--- src/rtl/tune_pkg.sv ---
// Shared types and the flat note table for the piezo tune sequencer.
// Tunes sit back to back in NOTES; each tune is addressed by its base and length.
package tune_pkg;
  typedef enum logic [1:0] {NONE = 2'd0, CHARGE = 2'd1, FAULT = 2'd2, DONE = 2'd3} tune_e;

  typedef struct packed {
    logic [14:0] hp;
    logic [24:0] dur;
  } note_t;

  localparam logic [14:0] HP_REST = 15'd0;
  localparam logic [14:0] HP_C6   = 15'd23877;
  localparam logic [14:0] HP_G6   = 15'd15944;
  localparam logic [14:0] HP_C7   = 15'd11944;
  localparam logic [14:0] HP_E7   = 15'd9480;
  localparam logic [14:0] HP_G7   = 15'd7972;

  localparam logic [24:0] D_4M  = 25'h0400000;
  localparam logic [24:0] D_8M  = 25'h0800000;
  localparam logic [24:0] D_12M = 25'h0C00000;
  localparam logic [24:0] D_16M = 25'h1000000;

  localparam int NUM_NOTES = 11;
  localparam note_t NOTES [NUM_NOTES] = '{
    '{HP_G6, D_8M}, '{HP_C7, D_8M}, '{HP_E7, D_8M}, '{HP_G7, D_12M}, '{HP_E7, D_4M}, '{HP_G7, D_16M},
    '{HP_C6, D_4M}, '{HP_REST, D_4M}, '{HP_C6, D_4M},
    '{HP_C7, D_4M}, '{HP_G7, D_8M}
  };

  localparam logic [3:0] BASE_CHARGE = 4'd0, LEN_CHARGE = 4'd6;
  localparam logic [3:0] BASE_FAULT  = 4'd6, LEN_FAULT  = 4'd3;
  localparam logic [3:0] BASE_DONE   = 4'd9, LEN_DONE   = 4'd2;

  // Pending-register bit positions.
  localparam int P_CHARGE = 0, P_FAULT = 1, P_DONE = 2;

  function automatic logic [3:0] tune_base(tune_e t);
    case (t)
      CHARGE:  return BASE_CHARGE;
      FAULT:   return BASE_FAULT;
      DONE:    return BASE_DONE;
      default: return 4'd0;
    endcase
  endfunction

  function automatic logic [3:0] tune_last(tune_e t);
    case (t)
      CHARGE:  return BASE_CHARGE + LEN_CHARGE - 4'd1;
      FAULT:   return BASE_FAULT + LEN_FAULT - 4'd1;
      DONE:    return BASE_DONE + LEN_DONE - 4'd1;
      default: return 4'd0;
    endcase
  endfunction

  function automatic logic [2:0] tune_bit(tune_e t);
    case (t)
      CHARGE:  return 3'b001;
      FAULT:   return 3'b010;
      DONE:    return 3'b100;
      default: return 3'b000;
    endcase
  endfunction
endpackage

--- src/rtl/tune_rom.sv ---
// Combinational note lookup into the flat tune table; out-of-range reads return a rest.
module tune_rom
  import tune_pkg::*;
(
  input  logic [3:0] idx,
  output note_t      note
);
  always_comb begin
    note = '0;
    if (idx < 4'(NUM_NOTES)) note = NOTES[idx];
  end
endmodule

--- src/rtl/tune_sched.sv ---
// Piezo tune sequencer: sticky request bits, fixed-priority select, note issue over
// valid/ready, and fault pre-emption through a one-cycle abort to tone_gen.
module tune_sched
  import tune_pkg::*;
#(
  parameter bit FAST_SIM = 1'b1
) (
  input  logic        clk,
  input  logic        rst_n,
  input  logic        req_fault,
  input  logic        req_charge,
  input  logic        req_done,
  input  logic        tone_rdy,
  input  logic        tone_done,
  output logic        tone_vld,
  output logic [14:0] half_period,
  output logic [24:0] duration,
  output logic        tone_abort,
  output logic        busy,
  output logic [1:0]  cur_tune
);
  typedef enum logic [1:0] {IDLE, ISSUE, WAIT, ABORT} state_e;
  localparam int DUR_SH = FAST_SIM ? 4 : 0;

  state_e      state_q, state_d;
  tune_e       tune_q, tune_d;
  logic [2:0]  pend_q, pend_d;
  logic [3:0]  idx_q, idx_d;
  logic        vld_q, vld_d, abort_q, abort_d, busy_q, busy_d;
  logic [14:0] hp_q, hp_d;
  logic [24:0] dur_q, dur_d;
  logic [2:0]  reqs, clr, ign;
  logic        playing, preempt, finish;
  note_t       note;

  // Outputs are registered, so the ROM is read with the next note index.
  tune_rom u_rom (.idx(idx_d), .note(note));

  always_comb begin
    reqs    = {req_done, req_fault, req_charge};
    playing = (state_q == ISSUE) || (state_q == WAIT);
    preempt = playing && (tune_q != FAULT) && (req_fault || pend_q[P_FAULT]);
    finish  = (state_q == WAIT) && tone_done && (idx_q == tune_last(tune_q)) && !preempt;
    // A re-request on the completion cycle is kept so the tune replays.
    ign     = (playing && !finish) ? tune_bit(tune_q) : 3'b000;
    clr     = 3'b000;
    state_d = state_q;
    tune_d  = tune_q;
    idx_d   = idx_q;
    case (state_q)
      IDLE: begin
        tune_d = NONE;
        if (|pend_q) begin
          tune_d  = pend_q[P_FAULT] ? FAULT : (pend_q[P_CHARGE] ? CHARGE : DONE);
          idx_d   = tune_base(tune_d);
          state_d = ISSUE;
        end
      end
      ISSUE: begin
        if (preempt) begin
          clr     = tune_bit(tune_q);
          state_d = ABORT;
        end else if (tone_rdy) begin
          state_d = WAIT;
        end
      end
      WAIT: begin
        if (preempt) begin
          clr     = tune_bit(tune_q);
          state_d = ABORT;
        end else if (finish) begin
          clr     = tune_bit(tune_q);
          tune_d  = NONE;
          state_d = IDLE;
        end else if (tone_done) begin
          idx_d   = idx_q + 4'd1;
          state_d = ISSUE;
        end
      end
      default: begin
        tune_d  = NONE;
        state_d = IDLE;
      end
    endcase
    pend_d  = (pend_q & ~clr) | (reqs & ~ign);
    vld_d   = (state_d == ISSUE);
    abort_d = (state_d == ABORT);
    busy_d  = (state_d != IDLE);
    hp_d    = vld_d ? note.hp : 15'd0;
    dur_d   = vld_d ? (note.dur >> DUR_SH) : 25'd0;
  end

  always_ff @(posedge clk or negedge rst_n) begin
    if (!rst_n) begin
      state_q <= IDLE;
      tune_q  <= NONE;
      pend_q  <= 3'b000;
      idx_q   <= 4'd0;
      vld_q   <= 1'b0;
      abort_q <= 1'b0;
      busy_q  <= 1'b0;
      hp_q    <= 15'd0;
      dur_q   <= 25'd0;
    end else begin
      state_q <= state_d;
      tune_q  <= tune_d;
      pend_q  <= pend_d;
      idx_q   <= idx_d;
      vld_q   <= vld_d;
      abort_q <= abort_d;
      busy_q  <= busy_d;
      hp_q    <= hp_d;
      dur_q   <= dur_d;
    end
  end

  assign tone_vld    = vld_q;
  assign tone_abort  = abort_q;
  assign busy        = busy_q;
  assign half_period = hp_q;
  assign duration    = dur_q;
  assign cur_tune    = tune_q;
endmodule

--- config.mk ---
export PLATFORM = sky130hd
export DESIGN_NAME = tune_sched
export DESIGN_NICKNAME = d
export VERILOG_FILES = /design/src/rtl/tune_pkg.sv /design/src/rtl/tune_rom.sv /design/src/rtl/tune_sched.sv
export SDC_FILE = /design/constraint.sdc
export NUM_CORES = 1
export LEC_CHECK = 0
export CAP_MARGIN = 20
export CORE_ASPECT_RATIO = 1.4
export CORE_UTILIZATION = 35
export CTS_BUF_LIST = sky130_fd_sc_hd__clkbuf_4
export CTS_CLUSTER_DIAMETER = 50
export DETAILED_ROUTE_END_ITERATION = 16
export HOLD_SLACK_MARGIN = 0.03
export MAX_ROUTING_LAYER = met4
export PLACE_DENSITY = 0.71
export SLEW_MARGIN = 0
export SYNTH_ARGS = -nofsm -noshare
export SYNTH_HDL_FRONTEND = slang
export SYNTH_SLANG_ARGS = --single-unit
--- constraint.sdc ---
create_clock -name clk -period 2.75 [get_ports clk]
set_input_delay 0.275 -clock clk [delete_from_list [all_inputs] [get_ports clk]]
set_output_delay 0.275 -clock clk [all_outputs]
set_load 0.01 [all_outputs]
==> impl_metrics.tcl <==
set metrics [dict create \
    crit_required_ns 2.97 \
    core_area_um2 5530 \
    rows 32 \
    cp.arrival_ns 2.87 \
    seq_area_frac_synth_pct 34.8 \
    synth_area_um2 2010 \
    setup_ws_ns 0.103 \
    ioPinCount 52 \
    tns_ns 0 \
    ys_types 64 \
    clock.fmax_ghz 0.378 \
    postCtsHoldBufs 0 \
    fin_area_um2 2440 \
    grt_use_total_pct 16.8 \
    maxCapViolations 0 \
    drv_slew 0 \
    period_share_pct 96.3 \
    firstDrtPassIters 4 \
    comb_power_share_pct 68.8 \
    hpwl_um 3610 \
    wl_um 4880 \
    p_sw_share_pct 45.3 \
    antenna_cells 0 \
    synth-seq-cells 28 \
    ys_async_sr_fraction_pct 100 \
    finalSetupViolCount 0 \
    hold_violations 0 \
    syn_avg_cell_area_um2 9.06 \
    start_util_pct 36.4 \
    vias 1769 \
    period_minus_slack_ns 2.65 \
    fp.dieW_um 66.1 \
    ant_nets 0 \
    cts_htree_levels 1 \
    cellInternalPower_uw 1360 \
    powerDensity_nw_per_um2 1020 \
    grt_setup_unrepaired "yes" \
    switching_power_uw 1120 \
    die-area_um2 6060 \
    cts_tree "yes" \
    nNetsFinal 280 \
    cp_max_fo 9 \
    synthToLayoutAreaGrowth_pct 21.4 \
    vias_per_cell 5.38 \
    grt_max_degree 29 \
    layout-drive-gt1-share_pct 21.1 \
    holdWs_ns 0.310 \
    antenna_found_initial 0 \
    status "completed" \
    fp.dieH_um 91.7 \
    path_clk_slew_ns 0.15 \
    start_kind "flip-flop" \
    synth_ff_type "dfrtp_1" \
    cts_buffers 3 \
    hold_path.class "input pin to asynchronous set/reset pin" \
    cts-root-buf "clkbuf_4" \
    grt_pass1_wl_um 7820 \
    drc 0 \
    overflow 0 \
    finalClockSkew_ns 0.0121 \
    wl_per_cell_um 14.8 \
    worstSetupEndpointType "flip-flop" \
    clkLatencyLatePin_ns 0.32 \
    yosysWarnings 0 \
    port_buffers 27 \
    ir_drop_v 0.000374 \
    synth-edff-count 0 \
    dpl_worst_slack_ns -0.00833 \
    p_leak_uw 0.00104 \
    drt_iter0_drc 148 \
    critPathKind "flip-flop to flip-flop" \
    p_clk_share_pct 6.9 \
    placed_area_um2 2330 \
    grt_pass1_vias 1709 \
    clock_sinks 28 \
    p_seq_share_pct 24.3 \
    clockBufferDepth 2 \
    synthCells 222 \
    power_uw 2480 \
    gp_congestion 0.969 \
]
-- per-stage QoR --
stage | std cells | util [%]
final | 329 | 44.2
after global routing | 329 | 44.2
after detailed placement | 321 | 42.2
after global placement | 321 | 42.2
after CTS | 325 | 42.6
after floorplan | 245 | -
-- metal layers --
layer  share of wire (%)  global-route usage [%]
met3                 3.4                    1.62
met1                  40                    18.0
met4                 2.5                    6.74
met5                   0                       -
met2                  54                    30.8
-- layout make-up --
class	count	area, µm²
inverter	16	63.8
tap	68	85.1
timing repair buffer	47	420
clock buffer	3	22.5
sequential	28	703
clock inverter	1	3.75
fill	547	3080
multi-input combinational	166	1140
-- power by group through the flow --
stage | sequential [µW] | combinational, µW | clock (µW)
after CTS | 603 | 1580 | 184
after global routing | 618 | 1840 | 200
final | 602 | 1710 | 172
after floorplan | 648 | 1010 | 0
after detailed placement | 611 | 1570 | 0
after global placement | 610 | 1560 | 0
-- repair_timing --
item,in CTS,in global routing
gates resized for setup,0,12
endpoints found under the setup margin,0,12
setup buffers,0,4
-- worst paths after layout --
path / from / end / slack, ns / cells after the start
worst max-delay path: state_q[0] / half_period[5] / 0.10 / 11
worst min-delay path: rst_n / cur_tune[1] / 0.31 / 2
worst max register to register: state_q[0] / half_period[5] / 0.10 / 11
worst min register to register: pend_q[0] / pend_q[0] / 0.65 / 1
max in group asynchronous: rst_n / idx_q[3] / 2.14 / 2
min in group clk: req_charge / pend_q[0] / 0.55 / 2
-- layout by cell type, fill, tap and decap left out, types with 3 or more instances in the layout --
master           netlist  layout
o21ai_0                6       6
a31oi_1                6       5
clkdlybuf4s50_1        0      27
clkbuf_4               0       3
nand3_1                7       7
a21oi_1               11      11
buf_4                 27      20
o211ai_1               3       3
a22o_1                 3       3
dfrtp_1               28      26
nor2_1                11      11
nor2b_1                4       4
inv_1                 12      12
nand2_1               15      15
or3_1                  4       4
ha_1                  11       9
conb_1                 1      24
nor3_1                 8       6
nand4_1                6       6
-- flip-flops by register name, summed over array words and instances (netlist names) --
register / flops
idx_q: 4
tone_vld: 1
state_q: 2
pend_q: 3
half_period: 11
cur_tune: 2
tone_abort: 1
busy: 1
duration: 3
-- cells in the mapped netlist (3+ instances only) --
cell,n,area share (%)
buf_2,5,1.2
buf_4,27,10
o211ai_1,3,1.1
a31oi_1,6,1.9
o21ai_1,4,1.0
a22o_1,3,1.3
nor2b_1,4,1.2
nand2_1,15,2.8
o21ai_0,6,1.5
inv_1,12,2.2
nor3_1,8,2.0
dfrtp_1,28,35
a21oi_1,11,2.7
or3_1,4,1.2
ha_1,11,6.8
nor2_1,11,2.1
nand4_1,6,1.9
nand3_1,7,1.7
-- cells by family (layout without fill, tap and decap cells) --
family | Yosys count | in the layout | share of synthesized area (%)
other cells | 1 | 24 | 0.186
compound gates | 61 | 61 | 23.0
fa+ha+maj | 11 | 11 | 6.84
buf+inv | 51 | 67 | 15.5
simple gates | 68 | 68 | 18.7
xor+xnor | 1 | 1 | 0.435
mux | 1 | 1 | 0.498
flops | 28 | 28 | 34.8
-- worst max-delay path: stages (launching register included) --
cell,delay (ns)
dfrtp_1,0.41
inv_1,0.14
ha_4,0.17
buf_4,0.16
mux2i_1,0.35
o21ai_0,0.21
o21ai_2,0.18
buf_4,0.18
inv_1,0.09
ha_1,0.25
o311ai_1,0.35
a21oi_1,0.08
(Power assumes the default switching activity.)
